==> config.mk <==
export PLATFORM = sky130hd
export DESIGN_NAME = fifo_stream
export DESIGN_NICKNAME = d
export VERILOG_FILES = /design/src/rtl/fifo_stream.sv
export SDC_FILE = /design/constraint.sdc
export NUM_CORES = 1
export LEC_CHECK = 0
export ABC_AREA = 0
export CAP_MARGIN = 10
export CORE_UTILIZATION = 25
export CTS_CLUSTER_SIZE = 25
export DETAILED_ROUTE_END_ITERATION = 8
export GPL_TIMING_DRIVEN = 0
export HOLD_SLACK_MARGIN = 0.05
export PLACE_DENSITY = 0.38
export SYNTH_ARGS = -nofsm -noshare
export SYNTH_HDL_FRONTEND = slang
export SYNTH_SLANG_ARGS = --single-unit
==> constraint.sdc <==
create_clock -name clk -period 3.8 [get_ports clk]
set_input_delay 0.76 -clock clk [delete_from_list [all_inputs] [get_ports clk]]
set_output_delay 0.76 -clock clk [all_outputs]
set_load 0.005 [all_outputs]
==> src/rtl/fifo_stream.sv <==
// First-word-fall-through stream FIFO: DEPTH-entry memory plus one output register, valid/ready on both sides.
// Optional synchronous flush port is compiled in with `define FIFO_FLUSH_EN.
module fifo_stream #(
  parameter int DATA_WIDTH    = 32,
  parameter int ADDR_WIDTH    = 4,
  parameter int AFULL_THRESH  = (1 << ADDR_WIDTH) - 2,
  parameter int AEMPTY_THRESH = 1
) (
  input  logic                  clk,
  input  logic                  rst_n,
  input  logic                  up_valid,
  output logic                  up_ready,
  input  logic [DATA_WIDTH-1:0] up_data,
  output logic                  dn_valid,
  input  logic                  dn_ready,
  output logic [DATA_WIDTH-1:0] dn_data,
  output logic [ADDR_WIDTH:0]   count,
  output logic                  almost_full,
  output logic                  almost_empty
`ifdef FIFO_FLUSH_EN
  ,
  input  logic                  flush
`endif
);

  // Handshake: a transfer happens on a rising edge where valid & ready are both 1;
  // valid never waits for ready, and data/valid hold while valid & ~ready.

  localparam int DEPTH = 1 << ADDR_WIDTH;
  localparam int PW    = ADDR_WIDTH + 1;
  localparam logic [ADDR_WIDTH:0] DEPTH_C  = PW'(DEPTH);
  localparam logic [ADDR_WIDTH:0] AFULL_C  = PW'(AFULL_THRESH);
  localparam logic [ADDR_WIDTH:0] AEMPTY_C = PW'(AEMPTY_THRESH);

  logic [DATA_WIDTH-1:0] mem_q [DEPTH];
  logic [DATA_WIDTH-1:0] out_data_q;
  logic [ADDR_WIDTH:0]   wptr_q, wptr_d;
  logic [ADDR_WIDTH:0]   rptr_q, rptr_d;
  logic [ADDR_WIDTH:0]   count_q, count_d;
  logic                  out_valid_q, out_valid_d;
  logic                  up_ready_q;
  logic                  afull_q, aempty_q;
  logic                  push, pop, mem_empty, load;

  always_comb begin
    push        = up_valid & up_ready_q;
    pop         = out_valid_q & dn_ready;
    mem_empty   = (wptr_q == rptr_q);
    // Prefetch the memory head whenever the output slot is free or being vacated.
    load        = ~mem_empty & (~out_valid_q | pop);
    wptr_d      = wptr_q + PW'(push);
    rptr_d      = rptr_q + PW'(load);
    out_valid_d = load | (out_valid_q & ~pop);
    count_d     = count_q + PW'(push) - PW'(pop);
  end

  always_ff @(posedge clk) begin
    if (!rst_n) begin
      wptr_q      <= '0;
      rptr_q      <= '0;
      count_q     <= '0;
      out_valid_q <= 1'b0;
      up_ready_q  <= 1'b0;
      afull_q     <= 1'b0;
      aempty_q    <= 1'b1;
    end
`ifdef FIFO_FLUSH_EN
    else if (flush) begin
      wptr_q      <= '0;
      rptr_q      <= '0;
      count_q     <= '0;
      out_valid_q <= 1'b0;
      afull_q     <= 1'b0;
      aempty_q    <= 1'b1;
    end
`endif
    else begin
      wptr_q      <= wptr_d;
      rptr_q      <= rptr_d;
      count_q     <= count_d;
      out_valid_q <= out_valid_d;
      up_ready_q  <= (count_d < DEPTH_C);
      afull_q     <= (count_d >= AFULL_C);
      aempty_q    <= (count_d <= AEMPTY_C);
    end
  end

  // Storage and output data carry no reset; validity is tracked by the pointers.
  always_ff @(posedge clk) begin
    if (push) mem_q[wptr_q[ADDR_WIDTH-1:0]] <= up_data;
  end

  always_ff @(posedge clk) begin
    if (load) out_data_q <= mem_q[rptr_q[ADDR_WIDTH-1:0]];
  end

  assign up_ready     = up_ready_q;
  assign dn_valid     = out_valid_q;
  assign dn_data      = out_data_q;
  assign count        = count_q;
  assign almost_full  = afull_q;
  assign almost_empty = aempty_q;

endmodule

==> impl_metrics.py, run 1 <==
metrics = {
    "placed_design": {
        "io_buffer_count": 75,
        "pre_cts_ws_ps": 310,
        "gp_congestion": 0.675,
        "dp.final_hpwl_um": 34400,
        "dp.cells": 2124,
    },
    "timing": {
        "finalHoldViolCount": 0,
        "fmax_mhz": 312,
        "slew_headroom_pct": 32.2,
        "period_share_pct": 84.3,
        "period_needed_ps": 3200,
        "finClkSkew_ps": 26.2,
        "setup_viol": 0,
        "tightest_slew_ps": 1020,
        "setup_slack_ps": 598,
        "timing.hold.ws_ps": 522,
        "rsz0062_at_grt": "no",
        "maxSlewViolCount": 0,
    },
    "layout": {
        "fin_nets": 1159,
        "layout-drive-gt1-share_pct": 24.5,
        "nFillCells": 8039,
        "synthToLayoutAreaGrowth_pct": 23.3,
        "antenna_cells": 0,
        "postLayoutCoreUtil_pct": 31.1,
        "fin_cells": 2247,
    },
    "detailed_routing": {
        "drc": 0,
        "routed_wl_um": 53700,
        "drtIter0Drc": 644,
        "ant_nets": 0,
        "firstDrtPassIters": 5,
        "wl_per_cell_um": 23.9,
        "vias": 9825,
        "via_per_inst": 4.37,
    },
    "run_status": {
        "outcome": "complete, no violations",
    },
    "power_and_ir_drop": {
        "switching_share_pct": 25.1,
        "power_frac_clock_pct": 37.6,
        "power_density_mw_per_mm2": 624,
        "pwr-share-comb_pct": 17.3,
        "switching_power_mw": 4.07,
        "p_seq_share_pct": 45.1,
        "ir_drop_v": 0.000284,
        "internal-power_mw": 12.1,
        "leakage_nw": 8.03,
    },
    "global_routing": {
        "busiest_layer": "met2",
        "overflow": 0,
        "grt_use_met3_pct": 2.41,
        "grt_pass1_vias": 10521,
        "grt_max_degree": 22,
        "grt_pass1_wl_um": 76900,
        "grt_usage_pct": 12.7,
        "met1_usage_pct": 16.5,
        "use_met2_pct": 21.4,
        "antenna_found_initial": 1,
    },
    "synth": {
        "async_flop_share_pct": 0,
        "yosys_warnings": 0,
        "yosysMostFrequentCell": "edfxtp_1",
        "synthesis.area_mm2": 0.0211,
        "synth-seq-cells": 563,
        "synth_commonest_cells": "edfxtp_1 (544), mux4_2 (128), a22oi_1 (64), nand2_1 (37), clkbuf_1 (31)",
        "synth_edf_count": 544,
        "synth_top_area_cell": "edfxtp_1",
        "synthDominantCellAreaShare_pct": 77.5,
        "ys_seq_area_share_pct": 79.3,
        "synth.avg_cell_area_um2": 22.5,
        "synthesis.instances": 937,
        "synth_cell_types": 31,
        "synth.area.top_cells": "edfxtp_1 (77%), mux4_2 (14%), a22oi_1 (2.3%)",
        "syn_nets": 983,
        "ys.flop_type": "edfxtp_1",
    },
    "worst_setup_path": {
        "crit_arrival_ps": 3680,
        "critPathKind": "register to register",
        "cp_max_fo": 13,
        "r2r_start": "rptr_q[1]",
        "end_kind": "register",
        "crit_path_start_kind": "register",
        "worstRegToRegCells": 9,
        "reg2reg_to": "rptr_q[4]",
        "r2r_slack_ps": 600,
        "crit_start": "rptr_q[1]",
        "crit_end": "rptr_q[4]",
        "crit_required_ps": 4280,
    },
    "clock_network": {
        "root_buffer": "clkbuf_16",
        "cts.sinks": 563,
        "clkTransAtPathRegs_ps": 60,
        "clk-insertion-delay-late_ps": 610,
        "cts_made_buffers": 67,
        "cts_tree": "done",
        "htreeDepth": 3,
        "clock_path_buffers": 3,
        "cts_setup_buffers": 0,
        "ctsHoldBuffers": 0,
        "cts_resized": 0,
    },
    "die": {
        "rows": 106,
        "die_w_um": 292,
        "core-area_mm2": 0.0836,
        "die_area_mm2": 0.0855,
        "num_io_pins": 77,
        "dieHeight_um": 292,
        "initial_utilization_pct": 25.2,
    },
    "job": {
        "cap_violations": 0,
    },
    "min_path": {
        "whs_path_depth": 2,
        "min_path_type": "register to register",
    },
}
-- kinds of logic (layout without fill, tap and decap cells) --
| kind of cell | after synthesis | in the layout | share of synthesized area (%) |
|---|---|---|---|
| AO/OA/AOI/OAI | 73 | 73 | 2.58 |
| XOR/XNOR | 14 | 14 | 0.582 |
| flip-flops | 563 | 563 | 79.3 |
| multiplexers | 128 | 128 | 13.7 |
| AND/OR/NAND/NOR | 92 | 92 | 1.92 |
| buffers and inverters | 57 | 287 | 1.35 |
| adder cells (fa/ha/maj) | 10 | 10 | 0.629 |
-- cell usage in the layout (no fill, tap or decap), drive strengths merged --
cell,Yosys,layout
dfxtp,19,19
or3,1,1
inv,7,9
xor2,8,8
nor2b,3,3
nor2,27,27
xnor2,6,6
nor3,5,5
o21a,2,2
fa,1,1
clkdlybuf4s50,0,75
nand2,37,37
buf,18,50
ha,9,9
clkinvlp,0,2
o31ai,1,1
nand2b,4,4
o21ai,1,1
clkbuf,31,117
nand3,5,5
a211oi,1,1
o211a,1,1
and2,9,9
a21oi,2,2
bufinv,0,3
edfxtp,544,544
mux4,128,128
o21bai,1,1
nand3b,1,1
clkinv,1,31
a22oi,64,64
-- area by class of cell --
cell class,count,area (µm²),share of cell area (%)
flip-flops and latches,563,16700,64.3
well taps,1080,1350,5.20
plain buffers,49,254,0.977
clock buffers,86,1790,6.89
clock inverters,37,293,1.13
inverters,8,30.0,0.116
multi-input cells,317,4210,16.2
repair buffers,107,1350,5.18
-- critical path: stages, from the launching register on --
cell,delay [ps]
dfxtp_1,420
clkbuf_1,780
xor2_1,170
nor3_1,620
nor2b_4,290
ha_1,300
ha_1,210
nand2_1,80
xor2_1,150
nor2_1,50
-- through the flow --
step	power, mW	instance area, µm²	TNS, ps
floorplan	8.98	21100	0
global placement	10.7	23200	-1142050
detailed placement	10.4	23900	0
CTS	16.5	26000	0
global route	16.9	26000	0
finish	16.2	26000	0
-- power by group through the flow --
stage               sequential [mW]  clock [mW]  combinational (mW)
floorplan                      7.46           0                1.52
CTS                            7.32        6.31                2.92
global route                   7.34        6.52                3.06
detailed placement             7.44           0                2.91
global placement               7.43           0                3.25
finish                         7.31        6.10                2.80
-- registers in the layout, summed over array words and instances, names as in the netlist --
name	flops
up_ready	1
almost_empty	1
dn_data	32
wptr_q	5
almost_full	1
rptr_q	5
count	5
dn_valid	1
mem_q	512
-- layer usage --
layer | vias to the layer above | share of wire (%)
met2 | 187 | 50
met3 | 66 | 3.9
met4 | 2 | 2.0
met5 | - | 0.024
met1 | 5281 | 44
li1 | 4289 | -
-- worst min-delay path by stage --
stage / startpoint / endpoint
global placement: dn_valid / dn_valid
floorplan: dn_valid / dn_valid
global route: dn_valid / dn_valid
finish: dn_valid / dn_valid
CTS: dn_valid / dn_valid
detailed placement: dn_valid / dn_valid
(Power assumes the default switching activity.)
==> inputs of run 2 (changes only) <==
==> constraint.sdc (replaced) <==
create_clock -name clk -period 2.9 [get_ports clk]
set_input_delay 0.58 -clock clk [delete_from_list [all_inputs] [get_ports clk]]
set_output_delay 0.58 -clock clk [all_outputs]
set_load 0.005 [all_outputs]
==> run 2 against run 1 <==
Effect of this change:
- critical endpoint is now dn_data[0]
- total power is 31% higher
- non-clock buffer count is 2 lower
- routed wire length is 0.36% lower
- highest routed layer is now met4
- via count is 0.10% lower
- critical path type unchanged
- register-to-register slack worse by 380 ps
- flip-flop and latch count stayed put
- sequential share of layout area is 0.23 points lower
==> impl_metrics.py, run 2 (synthesis gave the netlist of run 1 again) <==
metrics = {
    "placed_design": {
        "dp.final_hpwl_um": 34600,
        "io_buffer_count": 75,
        "gp_congestion": 0.704,
        "place_area_mm2": 0.0240,
        "dp.cells": 2120,
    },
    "timing": {
        "tightest_slew_ps": 1120,
        "period_needed_ps": 2680,
        "slew_headroom_pct": 25.6,
        "fmax_mhz": 373,
        "rsz0062_at_grt": "no",
        "finalHoldViolCount": 0,
        "timing.hold.ws_ps": 377,
        "setup_viol": 0,
        "finClkSkew_ps": 20.3,
        "maxSlewViolCount": 0,
        "period_share_pct": 92.4,
    },
    "power_and_ir_drop": {
        "leakage_nw": 8.04,
        "ir_drop_v": 0.000408,
        "finalPower_mw": 21.2,
        "power_density_mw_per_mm2": 813,
    },
    "global_routing": {
        "antenna_found_initial": 0,
        "overflow": 0,
        "grt_pass1_wl_um": 78100,
        "grt_max_degree": 22,
        "grt_pass1_vias": 10774,
        "grt_usage_pct": 12.9,
    },
    "detailed_routing": {
        "highest_layer": "met4",
        "ant_nets": 0,
        "wl_per_cell_um": 24.0,
        "wl_met2_um": 26900,
        "drtIter0Drc": 660,
        "vias": 9815,
        "met3_length_um": 2000,
        "routed_wl_um": 53500,
        "via_per_inst": 4.39,
        "firstDrtPassIters": 4,
        "drc": 0,
        "wl_met1_um": 23500,
    },
    "clock_network": {
        "cts_made_buffers": 66,
        "root_buffer": "clkbuf_16",
        "clkTransAtPathRegs_ps": 60,
        "ctsHoldBuffers": 0,
        "clock_path_buffers": 3,
        "cts.sinks": 563,
        "htreeDepth": 3,
        "cts_tree": "done",
        "clk-insertion-delay-late_ps": 590,
    },
    "layout": {
        "final_common_cell": "edfxtp_1",
        "largest_register_ffs": 512,
        "nFillCells": 8037,
        "postLayoutCoreUtil_pct": 31.2,
        "fin_cells": 2234,
        "stdcell_area_mm2": 0.0261,
        "fin_nets": 1156,
        "synthToLayoutAreaGrowth_pct": 23.7,
        "layout-drive-gt1-share_pct": 24.4,
        "antenna_cells": 0,
        "mostFrequentLayoutCells": "edfxtp_1 (544), mux4_2 (128), clkdlybuf4s50_1 (75), clkbuf_16 (69), a22oi_1 (64)",
    },
    "die": {
        "dieHeight_um": 292,
        "die_area_mm2": 0.0855,
        "initial_utilization_pct": 25.2,
        "num_io_pins": 77,
        "core-area_mm2": 0.0836,
        "die_w_um": 292,
        "rows": 106,
    },
    "worst_setup_path": {
        "r2r_slack_ps": 220,
        "cp_max_fo": 10,
        "r2r_start": "rptr_q[1]",
        "worstRegToRegCells": 5,
        "crit_arrival_ps": 2970,
        "end_kind": "register",
        "critPathKind": "register to register",
        "reg2reg_to": "dn_data[0]",
        "crit_required_ps": 3190,
        "crit_path_start_kind": "register",
    },
    "min_path": {
        "hold_end": "almost_empty",
        "hold_start": "rst_n",
        "whs_path_depth": 2,
        "min_path_type": "primary input to register",
    },
    "job": {
        "cap_violations": 0,
    },
    "run_status": {
        "outcome": "complete, no violations",
    },
}
==> run 2: area by class of cell <==
| cell class | count | area (µm²) | share of cell area [%] |
|---|---|---|---|
| multi-input combinational | 317 | 4230 | 16.2 |
| tap | 1080 | 1350 | 5.18 |
| clock buffer | 84 | 1790 | 6.87 |
| buffer | 49 | 255 | 0.979 |
| inverter | 8 | 30.0 | 0.115 |
| clock inverter | 28 | 236 | 0.907 |
| sequential | 563 | 16700 | 64.1 |
| timing repair buffer | 105 | 1470 | 5.62 |
==> run 2: what timing repair did <==
item                                   4_1_cts  5_1_grt
gates resized for setup                      2        0
setup endpoints to repair                    4        0
endpoints found under the hold margin        0        0
buffers inserted                             2        0
==> run 2: power breakdown <==
part           switching, mW  total (mW)  internal [mW]
logic                   1.87        3.72           1.84
registers              0.132        9.58           9.45
clock network           3.21        7.91           4.70
==> run 2: critical path: stages (launching register included) <==
cell,delay (ps)
dfxtp_1,420
buf_2,290
clkbuf_1,860
mux4_2,440
a22oi_1,200
nand2_1,180
==> run 2: per-stage QoR <==
stage	setup TNS (ps)	setup slack (ps)
after floorplan	0	71.0
after global placement	-1244590	-2530
after detailed placement	-20970	-430
after CTS	0	173
after global routing	0	90.9
final	0	221
==> run 2: how the worst max path moves through the flow <==
stage / cells after the start / slack (ps) / startpoint / to
6_report: 5 / 220 / rptr_q[1] / dn_data[0]
5_1_grt: 4 / 90 / wptr_q[1] / mem_q[14][22]
4_1_cts: 5 / 170 / rptr_q[1] / dn_data[3]
3_5_place_dp: 6 / -430 / up_valid / mem_q[0][12]
3_3_place_gp: 5 / -2530 / up_valid / mem_q[13][12]
2_1_floorplan: 3 / 70 / up_valid / mem_q[1][0]
==> run 2: metal layers <==
metal | up-vias | track usage, %
met1 | 5268 | 16.6
met3 | 80 | 2.84
met5 | - | 0
met2 | 184 | 21.9
li1 | 4283 | -
met4 | 0 | 3.32
